File: src/rtl/mips_mem_pkg.sv
// rtl/mips_mem_pkg.sv - shared opcodes, FSM states and result type for the MIPS memory stage
package mips_mem_pkg;

  localparam logic [5:0] OP_LB  = 6'h20;
  localparam logic [5:0] OP_LH  = 6'h21;
  localparam logic [5:0] OP_LW  = 6'h23;
  localparam logic [5:0] OP_LBU = 6'h24;
  localparam logic [5:0] OP_LHU = 6'h25;
  localparam logic [5:0] OP_SB  = 6'h28;
  localparam logic [5:0] OP_SH  = 6'h29;
  localparam logic [5:0] OP_SW  = 6'h2B;

  typedef enum logic [1:0] {
    IDLE = 2'd0,
    WAIT = 2'd1,
    DONE = 2'd2
  } mem_state_t;

  typedef struct packed {
    logic        valid;
    logic [31:0] alu;
    logic [31:0] mem;
    logic [4:0]  dest;
    logic [5:0]  op;
    logic [7:0]  signals;
  } mem_result_t;

  localparam mem_result_t BUBBLE = '0;

  function automatic logic is_store_op(input logic [5:0] op);
    return (op == OP_SB) || (op == OP_SH) || (op == OP_SW);
  endfunction

  function automatic logic is_load_op(input logic [5:0] op);
    return (op == OP_LB) || (op == OP_LH) || (op == OP_LW) ||
           (op == OP_LBU) || (op == OP_LHU);
  endfunction

  function automatic logic is_mem_op(input logic [5:0] op);
    return is_load_op(op) || is_store_op(op);
  endfunction

endpackage

File: src/rtl/mem_align.sv
// rtl/mem_align.sv - little-endian lane steering: byte enables, store replication,
// load extraction with sign/zero extension, and misalignment detection
module mem_align
  import mips_mem_pkg::*;
(
  input  logic [5:0]  op,
  input  logic [1:0]  lane,
  input  logic [31:0] store_data,
  input  logic [31:0] rdata,
  output logic [3:0]  be,
  output logic [31:0] wdata,
  output logic [31:0] load_data,
  output logic        misaligned
);

  logic [7:0]  byte_sel;
  logic [15:0] half_sel;

  always_comb begin
    byte_sel = rdata[7:0];
    case (lane)
      2'd0:    byte_sel = rdata[7:0];
      2'd1:    byte_sel = rdata[15:8];
      2'd2:    byte_sel = rdata[23:16];
      default: byte_sel = rdata[31:24];
    endcase
    half_sel = lane[1] ? rdata[31:16] : rdata[15:0];
  end

  always_comb begin
    be         = 4'b0000;
    wdata      = 32'h0;
    load_data  = 32'h0;
    misaligned = 1'b0;
    case (op)
      OP_LB: begin
        be        = 4'b0001 << lane;
        load_data = {{24{byte_sel[7]}}, byte_sel};
      end
      OP_LBU: begin
        be        = 4'b0001 << lane;
        load_data = {24'h0, byte_sel};
      end
      OP_LH: begin
        be         = lane[1] ? 4'b1100 : 4'b0011;
        load_data  = {{16{half_sel[15]}}, half_sel};
        misaligned = lane[0];
      end
      OP_LHU: begin
        be         = lane[1] ? 4'b1100 : 4'b0011;
        load_data  = {16'h0, half_sel};
        misaligned = lane[0];
      end
      OP_LW: begin
        be         = 4'b1111;
        load_data  = rdata;
        misaligned = (lane != 2'd0);
      end
      OP_SB: begin
        be    = 4'b0001 << lane;
        wdata = {4{store_data[7:0]}};
      end
      OP_SH: begin
        be         = lane[1] ? 4'b1100 : 4'b0011;
        wdata      = {2{store_data[15:0]}};
        misaligned = lane[0];
      end
      OP_SW: begin
        be         = 4'b1111;
        wdata      = store_data;
        misaligned = (lane != 2'd0);
      end
      default: ;
    endcase
  end

endmodule

File: src/rtl/mem_stage.sv
// rtl/mem_stage.sv - MIPS MEM stage: zero-latency pass-through for ALU ops,
// stalling req/ack data-memory access for loads and stores
module mem_stage
  import mips_mem_pkg::*;
(
  input  logic        clock,
  input  logic        reset,
  input  logic        valid_in,
  input  logic [31:0] alu_in,
  input  logic [31:0] store_in,
  input  logic [4:0]  dest_in,
  input  logic [5:0]  op_in,
  input  logic [7:0]  signals_in,
  output logic        stall_out,
  output logic        dmem_req,
  output logic        dmem_we,
  output logic [31:0] dmem_addr,
  output logic [3:0]  dmem_be,
  output logic [31:0] dmem_wdata,
  input  logic [31:0] dmem_rdata,
  input  logic        dmem_ack,
  output logic        valid_out,
  output logic [31:0] alu_out,
  output logic [31:0] mem_out,
  output logic [4:0]  dest_out,
  output logic [5:0]  op_out,
  output logic [7:0]  signals_out,
  output logic        addr_err,
  output logic [31:0] bad_addr
);

  mem_state_t  state, state_next;

  logic [31:0] alu_h, store_h, mem_h;
  logic [4:0]  dest_h;
  logic [5:0]  op_h;
  logic [7:0]  signals_h;

  logic [5:0]  al_op;
  logic [1:0]  al_lane;
  logic [31:0] al_store;
  logic [3:0]  al_be;
  logic [31:0] al_wdata, al_load;
  logic        al_misaligned;

  logic        capture, err_now, in_wait;
  mem_result_t res;

  // In IDLE the aligner judges the incoming op; otherwise it serves the held access.
  always_comb begin
    al_op    = (state == IDLE) ? op_in         : op_h;
    al_lane  = (state == IDLE) ? alu_in[1:0]   : alu_h[1:0];
    al_store = (state == IDLE) ? store_in      : store_h;
  end

  mem_align u_align (
    .op         (al_op),
    .lane       (al_lane),
    .store_data (al_store),
    .rdata      (dmem_rdata),
    .be         (al_be),
    .wdata      (al_wdata),
    .load_data  (al_load),
    .misaligned (al_misaligned)
  );

  always_comb begin
    state_next = state;
    capture    = 1'b0;
    err_now    = 1'b0;
    res        = BUBBLE;
    case (state)
      IDLE: begin
        if (valid_in) begin
          if (!is_mem_op(op_in)) begin
            res.valid   = 1'b1;
            res.alu     = alu_in;
            res.dest    = dest_in;
            res.op      = op_in;
            res.signals = signals_in;
          end else if (al_misaligned) begin
            err_now = 1'b1;
          end else begin
            capture    = 1'b1;
            state_next = WAIT;
          end
        end
      end
      WAIT: begin
        if (dmem_ack) state_next = DONE;
      end
      DONE: begin
        res.valid   = 1'b1;
        res.alu     = alu_h;
        res.mem     = mem_h;
        res.dest    = dest_h;
        res.op      = op_h;
        res.signals = signals_h;
        state_next  = IDLE;
      end
      default: state_next = IDLE;
    endcase
    // Keep the MEM/WB side quiet while reset is held, even for pass-through ops.
    if (!reset) res = BUBBLE;
  end

  always_comb begin
    in_wait    = (state == WAIT);
    stall_out  = (state != IDLE);
    dmem_req   = in_wait;
    dmem_we    = in_wait && is_store_op(op_h);
    dmem_addr  = in_wait ? {alu_h[31:2], 2'b00} : 32'h0;
    dmem_be    = in_wait ? al_be : 4'b0000;
    dmem_wdata = in_wait ? al_wdata : 32'h0;
  end

  always_comb begin
    valid_out   = res.valid;
    alu_out     = res.alu;
    mem_out     = res.mem;
    dest_out    = res.dest;
    op_out      = res.op;
    signals_out = res.signals;
  end

  always_ff @(posedge clock or negedge reset) begin
    if (!reset) begin
      state     <= IDLE;
      alu_h     <= 32'h0;
      store_h   <= 32'h0;
      mem_h     <= 32'h0;
      dest_h    <= 5'h0;
      op_h      <= 6'h0;
      signals_h <= 8'h0;
      addr_err  <= 1'b0;
      bad_addr  <= 32'h0;
    end else begin
      state    <= state_next;
      addr_err <= err_now;
      if (err_now) bad_addr <= alu_in;
      if (capture) begin
        alu_h     <= alu_in;
        store_h   <= store_in;
        dest_h    <= dest_in;
        op_h      <= op_in;
        signals_h <= signals_in;
      end
      // Stores complete with zero load data.
      if (in_wait && dmem_ack) mem_h <= al_load;
    end
  end

endmodule

File: config.mk
export PLATFORM = sky130hd
export DESIGN_NAME = mem_stage
export DESIGN_NICKNAME = d
export VERILOG_FILES = /design/src/rtl/mips_mem_pkg.sv /design/src/rtl/mem_align.sv /design/src/rtl/mem_stage.sv
export SDC_FILE = /design/constraint.sdc
export NUM_CORES = 1
export LEC_CHECK = 0
export ABC_CLOCK_PERIOD_IN_PS = 5220
export BUFFER_PORTS_ARGS = -buffer_cell sky130_fd_sc_hd__buf_4
export CAP_MARGIN = 25
export CELL_PAD_IN_SITES_DETAIL_PLACEMENT = 1
export CELL_PAD_IN_SITES_GLOBAL_PLACEMENT = 2
export CORE_MARGIN = 5
export CORE_UTILIZATION = 33
export DETAILED_ROUTE_END_ITERATION = 7
export GPL_TIMING_DRIVEN = 0
export PLACE_DENSITY = 0.88
export RECOVER_POWER = 100
export SYNTH_ARGS = -nofsm -noshare
export SYNTH_HDL_FRONTEND = slang
export SYNTH_SLANG_ARGS = --single-unit
File: constraint.sdc
create_clock -name clock -period 5.22 [get_ports clock]
set_input_delay 0.783 -clock clock [delete_from_list [all_inputs] [get_ports clock]]
set_output_delay 0.783 -clock clock [all_outputs]
set_load 0.02 [all_outputs]
# Word-level counts from Yosys, hierarchy flattened
# Index checks and enable logic that the tools add are counted.
[totals] reg_bits=150 output_inout_bits=188 wordCells=90
[classes] eq_ne=27 shift=1 muxes=34 n_reduce_logical=19
[ops] operator="case mux 32 bit (5 select lines)" n=1
[ops] operator="two-way mux 32 bit" n=4
[ops] operator="equality test 6 bit, second input constant" n=19
[ops] operator="case mux 32 bit (3 select lines)" n=1
[ops] operator="two-way mux 84 bit" n=1
[ops] operator="two-way mux 33 bit" n=2
[ops] operator="case mux 33 bit (2 select lines)" n=1
[ops] operator="two-way mux 19 bit" n=2
[ops] operator="case mux 19 bit (2 select lines)" n=1
[ops] operator="case mux 8 bit (3 select lines)" n=1
[ops] operator="two-way mux 16 bit" n=1
[ops] operator="case mux 4 bit (3 select lines)" n=1
[ops] operator="two-way mux 2 bit" n=5
[ops] operator="logical OR 1 bit" n=9
[ops] operator="two-way mux 1 bit" n=8
[ops] operator="two-way mux 4 bit" n=2
[ops] operator="two-way mux 6 bit" n=1
[ops] operator="!= test 2 bit, second input constant" n=3
[ops] operator="OR reduction 3 bit" n=2
[ops] operator="equality test 2 x 1 -> 1 bit, second input constant" n=2
[ops] operator="equality test 2 bit, second input constant" n=2
[ops] operator="zero test 2 bit" n=2
[ops] operator="case mux 2 bit (2 select lines)" n=1
[ops] operator="AND reduction 4 bit" n=1
[ops] operator="other kinds (6)" n=8

# Logic depth before layout (Yosys ltp)
# Gate-level depths: netlist of run 1.
[depth] depth_word=10 mapped_depth=11 ltp_nobuf=7

# Hierarchy
# From an unflattened synthesis of run 1, not the netlist that was laid out.
[unflattened] cells_unflattened=699 area_unflattened_um2=8749.6
[by_module_without_submodules] module="mem_stage" n_inst=1 cells_per_inst=564 area_each_um2=7581.0 seq_area_each_um2=3753.6
[by_module_without_submodules] module="mem_align" n_inst=1 cells_per_inst=135 area_each_um2=1168.6 seq_area_each_um2=0.0

# Worst setup path after synthesis of run 1
# Ideal clock, no wire load.
[synth_path] path_type="input to output" from="input port op_in[1]" to="output port dmem_be[1]" t_arrival_ps=2620 slack_ps=1817 stages=6 n_path_buf=0 path_cell_list="or4b_2 -> o31ai_1 -> nand2_1 -> a2111oi_0 -> o21ai_0 -> a21oi_1"
[synth_between] elab_chain_cells=5
[synth_rtl] element="start, declared" line="mem_stage.sv:12" rtl="input logic [5:0] op_in,"
[synth_rtl] element="two-way mux 6 bit (*)" line="mem_stage.sv:51" rtl="al_op = (state == IDLE) ? op_in : op_h;"
[synth_rtl] element="equality test 6 bit" line="mem_align.sv:35" rtl="case (op)"
[synth_rtl] element="OR reduction 3 bit (no line) or OR reduction 2 bit (tied branches)"
[synth_rtl] element="case mux 4 bit (3 select lines) (*)" line="mem_align.sv:35"
[synth_rtl] element="two-way mux 4 bit (*)" line="mem_stage.sv:113" rtl="dmem_be = in_wait ? al_be : 4'b0000;"
[synth_rtl] element="end, declared" line="mem_stage.sv:18" rtl="output logic [3:0] dmem_be,"
# Mark *: on every way between the ends. The rest lies on a longest branch, timed or not.

# Final worst setup path of run 1
[layout_path] from="register state[1]" to="output port dmem_be[3]"
[layout_between] elab_chain_cells=6
[layout_rtl] element="start, declared" line="mem_stage.sv:32" rtl="mem_state_t state, state_next;"
[layout_rtl] element="start signal, assigned" line="mem_stage.sv:138" rtl="state <= state_next;"
[layout_rtl] element="zero test 2 bit" line="mem_stage.sv:51, mem_stage.sv:52"
[layout_rtl] element="two-way mux 6 bit" line="mem_stage.sv:51"
[layout_rtl] element="equality test 6 bit" line="mem_align.sv:35"
[layout_rtl] element="OR reduction 3 bit (no line) or OR reduction 2 bit (tied branches)"
[layout_rtl] element="case mux 4 bit (3 select lines)" line="mem_align.sv:35"
[layout_rtl] element="two-way mux 4 bit (*)" line="mem_stage.sv:113"
# Marked as above.

==> flow_metrics.py, run 1 <==
metrics = {
    "status": {
        "status": "finished, final reports clean",
    },
    "setup_path": {
        "crit_buf_inv": 4,
        "regToRegStartpoint": "state[1]",
        "critPathTopFamily": "buffers and inverters",
        "cp.required_ns": 4.44,
        "critPathMostFrequentCell": "clkbuf_1",
        "r2r_slack_ns": 1.06,
        "crit_type": "reg2out",
        "arrival_ns": 3.59,
        "cp_cell_sequence": "nor2_8 > inv_6 > clkbuf_1 > mux2i_1 > clkbuf_1 > a2111oi_0 > o2bb2ai_1 > clkbuf_1",
        "endpoint_kind": "output port",
        "cp_slowest_cell": "a2111oi_0",
        "reg2reg_to": "store_h[13]",
        "max_stage_delay_ns": 0.63,
        "start_kind": "flop",
        "rr_worst_depth": 8,
        "cp_max_fo": 10,
    },
    "clock_network": {
        "postCtsSetupBuffers": 0,
        "cts_max_path_buffers": 2,
        "htreeDepth": 4,
        "worstSkewPairLatency_ns": 0.43,
        "cts_resized": 0,
        "holdBufCountCts": 0,
        "clockRootBuffer": "clkbuf_16",
        "clk_pin_slew_ns": 0.08,
        "cts_buffers": 17,
        "cts.sinks": 150,
        "cts_tree": "built",
    },
    "place": {
        "dp_cells": 1456,
        "io_buffer_count": 304,
        "gp_congestion": 0.854,
        "dp_hpwl_um": 24700,
        "placed_area_um2": 11500,
    },
    "synth": {
        "yosys.area_share.xor_xnor_pct": 0,
        "synth-edff-count": 0,
        "synth-seq-cells": 150,
        "synthAdderAreaFrac_pct": 0,
        "synth_top_family_by_area": "multiplexers",
        "synth-async-reset-ratio_pct": 100,
        "synth_area_um2": 8790,
        "synth_compound_area_share_pct": 14.8,
        "synthMuxAreaShare_pct": 22.5,
        "synth_simple_gate_area_share_pct": 15.3,
        "syn_inst": 815,
        "synth_ff_type": "dfrtp_1",
        "yosys_warnings": 0,
        "synth_cell_types": 60,
        "avgSynthCellArea_um2": 10.8,
        "yosysSeqAreaShare_pct": 42.7,
    },
    "timing": {
        "hold_viol_final": 0,
        "fin_crit_ns": 4.38,
        "holdWs_ns": 0.233,
        "clock_skew_ns": 0.0167,
        "max_clock_freq_mhz": 229,
        "slew_headroom_pct": 29.7,
        "tightest_slew_ns": 1.05,
        "final-setup-viol-count": 0,
        "tns_ns": 0,
        "finalCritPeriodShare_pct": 83.8,
        "rsz0062_at_grt": "no",
        "slew_viol_final": 0,
    },
    "floorplanning": {
        "row_count": 59,
        "io_pins": 307,
        "die_h_um": 173,
        "floorplan.initialDensity_pct": 33.6,
        "coreArea_um2": 26100,
        "dieArea_um2": 30000,
        "die_x_um": 173,
    },
    "drt": {
        "wire_per_inst_um": 21.6,
        "drt_iter0_drc": 521,
        "wl_um": 32200,
        "drt-vias-per-instance": 5.27,
        "drtPass1Iterations": 5,
        "route.met3.wl_um": 2080,
        "ant_nets": 0,
        "top_layer_used": "met4",
        "drc": 0,
        "drt-met1-wl_um": 13700,
        "vias": 7848,
        "dr_wl_met2_um": 15500,
    },
    "power": {
        "p_comb_share_pct": 22.6,
        "p_total_mw": 3.63,
        "clkPwrFrac_pct": 34.8,
        "power_density_nw_per_um2": 322,
        "switching_share_pct": 34.0,
        "seqPwrFrac_pct": 42.7,
        "ir_worst_vdd_mv": 0.180,
        "internal-power_mw": 2.39,
        "leakage_nw": 5.14,
        "switchingPower_mw": 1.23,
    },
    "global_routing": {
        "grt_pass1_vias": 8565,
        "overflow": 0,
        "grt_pass1_wl_um": 50300,
        "antenna_found_initial": 1,
        "grt_max_degree": 111,
        "gr-usage-all-layers_pct": 21.0,
    },
    "hold_path": {
        "hold_path.class": "in2async",
    },
    "layout": {
        "drive_gt1_share_pct": 24.3,
        "layout_common_cells": "clkbuf_1 (200), buf_4 (160), dfrtp_1 (150)",
        "area_delta_synth_final_pct": 28.1,
        "final_cell_area_um2": 11300,
        "finalNetCount": 1259,
        "layout.cells.most_common": "clkbuf_1",
        "stdcell_count": 1489,
    },
    "job": {
        "cap_viol_max_count": 0,
    },
}
==> area by class of cell <==
| cell class | instances | area [µm²] |
|---|---|---|
| antenna | 1 | 2.50 |
| buffer | 65 | 273 |
| clock buffer | 17 | 425 |
| clock inverter | 15 | 173 |
| fill | 3095 | 14900 |
| inverter | 10 | 42.5 |
| multi-input combinational | 591 | 4400 |
| sequential | 150 | 3750 |
| tap | 335 | 419 |
| timing repair buffer | 305 | 1770 |
==> power by group through the flow <==
| stage | logic, mW | registers [mW] | clock network [mW] |
|---|---|---|---|
| 2_1_floorplan | 0.603 | 1.55 | 0 |
| 6_report | 0.819 | 1.55 | 1.26 |
| 4_1_cts | 0.989 | 1.55 | 1.29 |
| 3_3_place_gp | 0.957 | 1.55 | 0 |
| 5_1_grt | 0.895 | 1.58 | 1.34 |
| 3_5_place_dp | 0.988 | 1.57 | 0 |
==> flip-flops by register name, indices dropped and copies added (netlist names) <==
register,count
mem_h,32
state,2
addr_err,1
store_h,32
signals_h,8
bad_addr,32
dest_h,5
op_h,6
alu_h,32
==> how the worst max path moves through the flow <==
stage | cells past startpoint | slack (ns) | to | startpoint
after global routing | 9 | 0.57 | dmem_be[1] | state[1]
after CTS | 8 | 1.22 | dmem_wdata[25] | state[1]
after global placement | 5 | 0.77 | mem_out[31] | reset
after floorplan | 6 | 1.82 | dmem_be[1] | op_in[1]
final | 8 | 0.84 | dmem_be[3] | state[1]
after detailed placement | 8 | 1.43 | dmem_wdata[25] | op_in[4]
==> synthesized netlist by cell type (4+ instances only) <==
cell type | number | area [µm²]
and3_1 | 32 | 200
nand3_1 | 4 | 20.0
nand2b_1 | 7 | 43.8
nand2_1 | 59 | 221
a222oi_1 | 8 | 80.1
clkbuf_1 | 39 | 146
buf_2 | 7 | 35.0
o21ai_0 | 11 | 55.1
o22ai_1 | 10 | 62.6
a22oi_1 | 58 | 435
buf_6 | 10 | 113
and2_1 | 49 | 307
mux2_4 | 62 | 931
mux4_2 | 8 | 180
mux2_2 | 48 | 541
nor2_1 | 98 | 368
buf_4 | 7 | 52.6
a32o_1 | 8 | 80.1
a21oi_1 | 32 | 160
mux2i_1 | 26 | 260
o31a_1 | 8 | 70.1
mux2_1 | 4 | 45.0
a21o_1 | 17 | 128
inv_1 | 9 | 33.8
dfrtp_1 | 150 | 3750
==> cells by family after synthesis <==
logic type             count (synthesis)
and+or+nand+nor                      267
AOI/OAI and AO/OA                    173
DFF                                  150
muxes                                149
buffers and inverters                 75
other                                  1
==> stage by stage <==
step | worst slack [ns] | util (%)
finish | 0.844 | 43.1
detailed placement | 1.43 | 44.1
global route | 0.575 | 43.1
global placement | 0.770 | 44.0
CTS | 1.22 | 46.4
floorplan | 1.82 | -
==> routing by layer <==
layer / vias to the layer above / track usage [%]
li1: 3598 / -
met1: 3923 / 26.5
met2: 276 / 34.8
met3: 51 / 5.65
met4: 0 / 7.18
met5: - / 0
No activity file was read; power rests on OpenSTA's default activity.
==> run 2: changes to the inputs <==
ABC_CLOCK_PERIOD_IN_PS = 3500   (was 5220)
CORE_UTILIZATION = 28   (was 33)
PLACE_DENSITY = 0.8   (was 0.88)
clock period = 3.5 ns   (was 5.22 ns; I/O delays follow)
==> flow_metrics.py, run 2 (synthesis gave the netlist of run 1 again) <==
metrics = {
    "job": {
        "cap_viol_max_count": 0,
    },
    "status": {
        "status": "finished, final reports clean",
    },
    "drt": {
        "drt_iter0_drc": 368,
        "wl_um": 33600,
        "drc": 0,
        "wire_per_inst_um": 21.5,
        "drtPass1Iterations": 5,
        "drt-vias-per-instance": 5.08,
        "vias": 7925,
        "ant_nets": 0,
    },
    "timing": {
        "hold_viol_final": 0,
        "max_clock_freq_mhz": 292,
        "tightest_slew_ns": 1.38,
        "clock_skew_ns": 0.00836,
        "holdWs_ns": 0.0311,
        "final.setup.worst_slack_ns": 0.0739,
        "final-setup-viol-count": 0,
        "rsz0062_at_grt": "yes",
        "slew_viol_final": 0,
        "fin_crit_ns": 3.43,
        "slew_headroom_pct": 7.62,
        "finalCritPeriodShare_pct": 97.9,
    },
    "floorplanning": {
        "coreArea_um2": 30800,
        "die_x_um": 187,
        "io_pins": 307,
        "dieArea_um2": 35000,
        "die_h_um": 187,
        "row_count": 64,
        "floorplan.initialDensity_pct": 28.5,
    },
    "clock_network": {
        "cts_buffers": 17,
        "cts.sinks": 150,
        "cts_max_path_buffers": 2,
        "htreeDepth": 4,
        "clk_pin_slew_ns": 0.06,
        "worstSkewPairLatency_ns": 0.44,
        "clockRootBuffer": "clkbuf_16",
        "cts_tree": "built",
    },
    "setup_path": {
        "crit_type": "reg2out",
        "regToRegStartpoint": "state[1]",
        "start_kind": "flop",
        "endpoint_kind": "output port",
        "r2r_slack_ns": 0.26,
        "reg2reg_to": "mem_h[26]",
        "cp.required_ns": 2.97,
        "arrival_ns": 2.90,
        "cp_max_fo": 10,
        "rr_worst_depth": 9,
    },
    "layout": {
        "drive_gt1_share_pct": 34.9,
        "finalNetCount": 1270,
        "layout_common_cells": "buf_4 (246), dfrtp_1 (149), nor2_1 (97)",
        "area_delta_synth_final_pct": 34.1,
        "final_core_util_pct": 38.3,
        "stdcell_count": 1560,
        "layout.cells.most_common": "buf_4",
    },
    "place": {
        "dp_hpwl_um": 25700,
        "post-place-ws_ns": 0.151,
        "dp_cells": 1517,
        "gp_congestion": 0.832,
        "io_buffer_count": 304,
    },
    "global_routing": {
        "grt_pass1_wl_um": 51300,
        "gr-usage-all-layers_pct": 18.7,
        "grt_max_degree": 84,
        "grt_pass1_vias": 8352,
        "overflow": 0,
        "antenna_found_initial": 1,
    },
    "hold_path": {
        "hold_path.class": "in2async",
    },
    "power": {
        "leakage_nw": 5.63,
        "p_total_mw": 5.43,
        "ir_worst_vdd_mv": 0.225,
        "power_density_nw_per_um2": 460,
    },
}
[run 2: where the power goes]
part | total [mW] | internal (mW) | switching, mW
registers | 2.31 | 2.08 | 0.232
logic | 1.28 | 0.565 | 0.711
clock network | 1.84 | 1.05 | 0.796
total | 5.43 | 3.69 | 1.74
[run 2: cell type report]
cell class / count / area [µm²]
multi-input cells: 591 / 4460
diodes: 1 / 2.50
well taps: 396 / 495
plain buffers: 65 / 319
clock inverters: 12 / 131
repair buffers: 316 / 2160
inverters: 10 / 42.5
flip-flops and latches: 150 / 3750
fillers: 3579 / 19000
clock buffers: 19 / 433
[run 2: worst max path at each step]
stage                          end  slack [ns]  depth (start not counted)  startpoint
floorplan           dmem_wdata[24]        0.60                          8    state[0]
global placement       mem_out[20]       -0.47                          5       reset
detailed placement  dmem_wdata[25]        0.15                          8    op_in[4]
CTS                 dmem_wdata[17]       0.002                         11    state[1]
global route            dmem_be[1]       -0.07                          8    state[0]
finish                  dmem_be[1]        0.07                          8    state[0]
[run 2: critical path, cell delays in order (launching register included)]
cell	delay, ns
dfrtp_1	0.37
buf_6	0.15
or4b_2	0.63
o31ai_1	0.20
nand2_1	0.24
a2111oi_2	0.37
o21ai_0	0.14
a21oi_1	0.18
buf_4	0.18
[run 2: what timing repair did]
action,in CTS,in global routing
setup buffers,7,4
hold endpoints to repair,0,0
pin swaps,2,3
hold buffers,0,0
setup endpoints to repair,73,30
resized for setup,8,14
[run 2: routing by layer]
metal  routed length [µm]  global-route usage (%)  vias to the layer above
met3                 2210                    5.64                       40
met2                16000                    30.0                      257
met4                  727                    5.83                        0
met1                14600                    24.3                     4011
li1                     -                       -                     3617
met5                    0                       0                        -
[run 2: through the flow]
step	setup TNS (ns)	cell area (µm²)
final	0	11800
after global routing	-0.240	11800
after CTS	0	12200
after detailed placement	0	11600
after global placement	-26.27	11600
after floorplan	0	8800
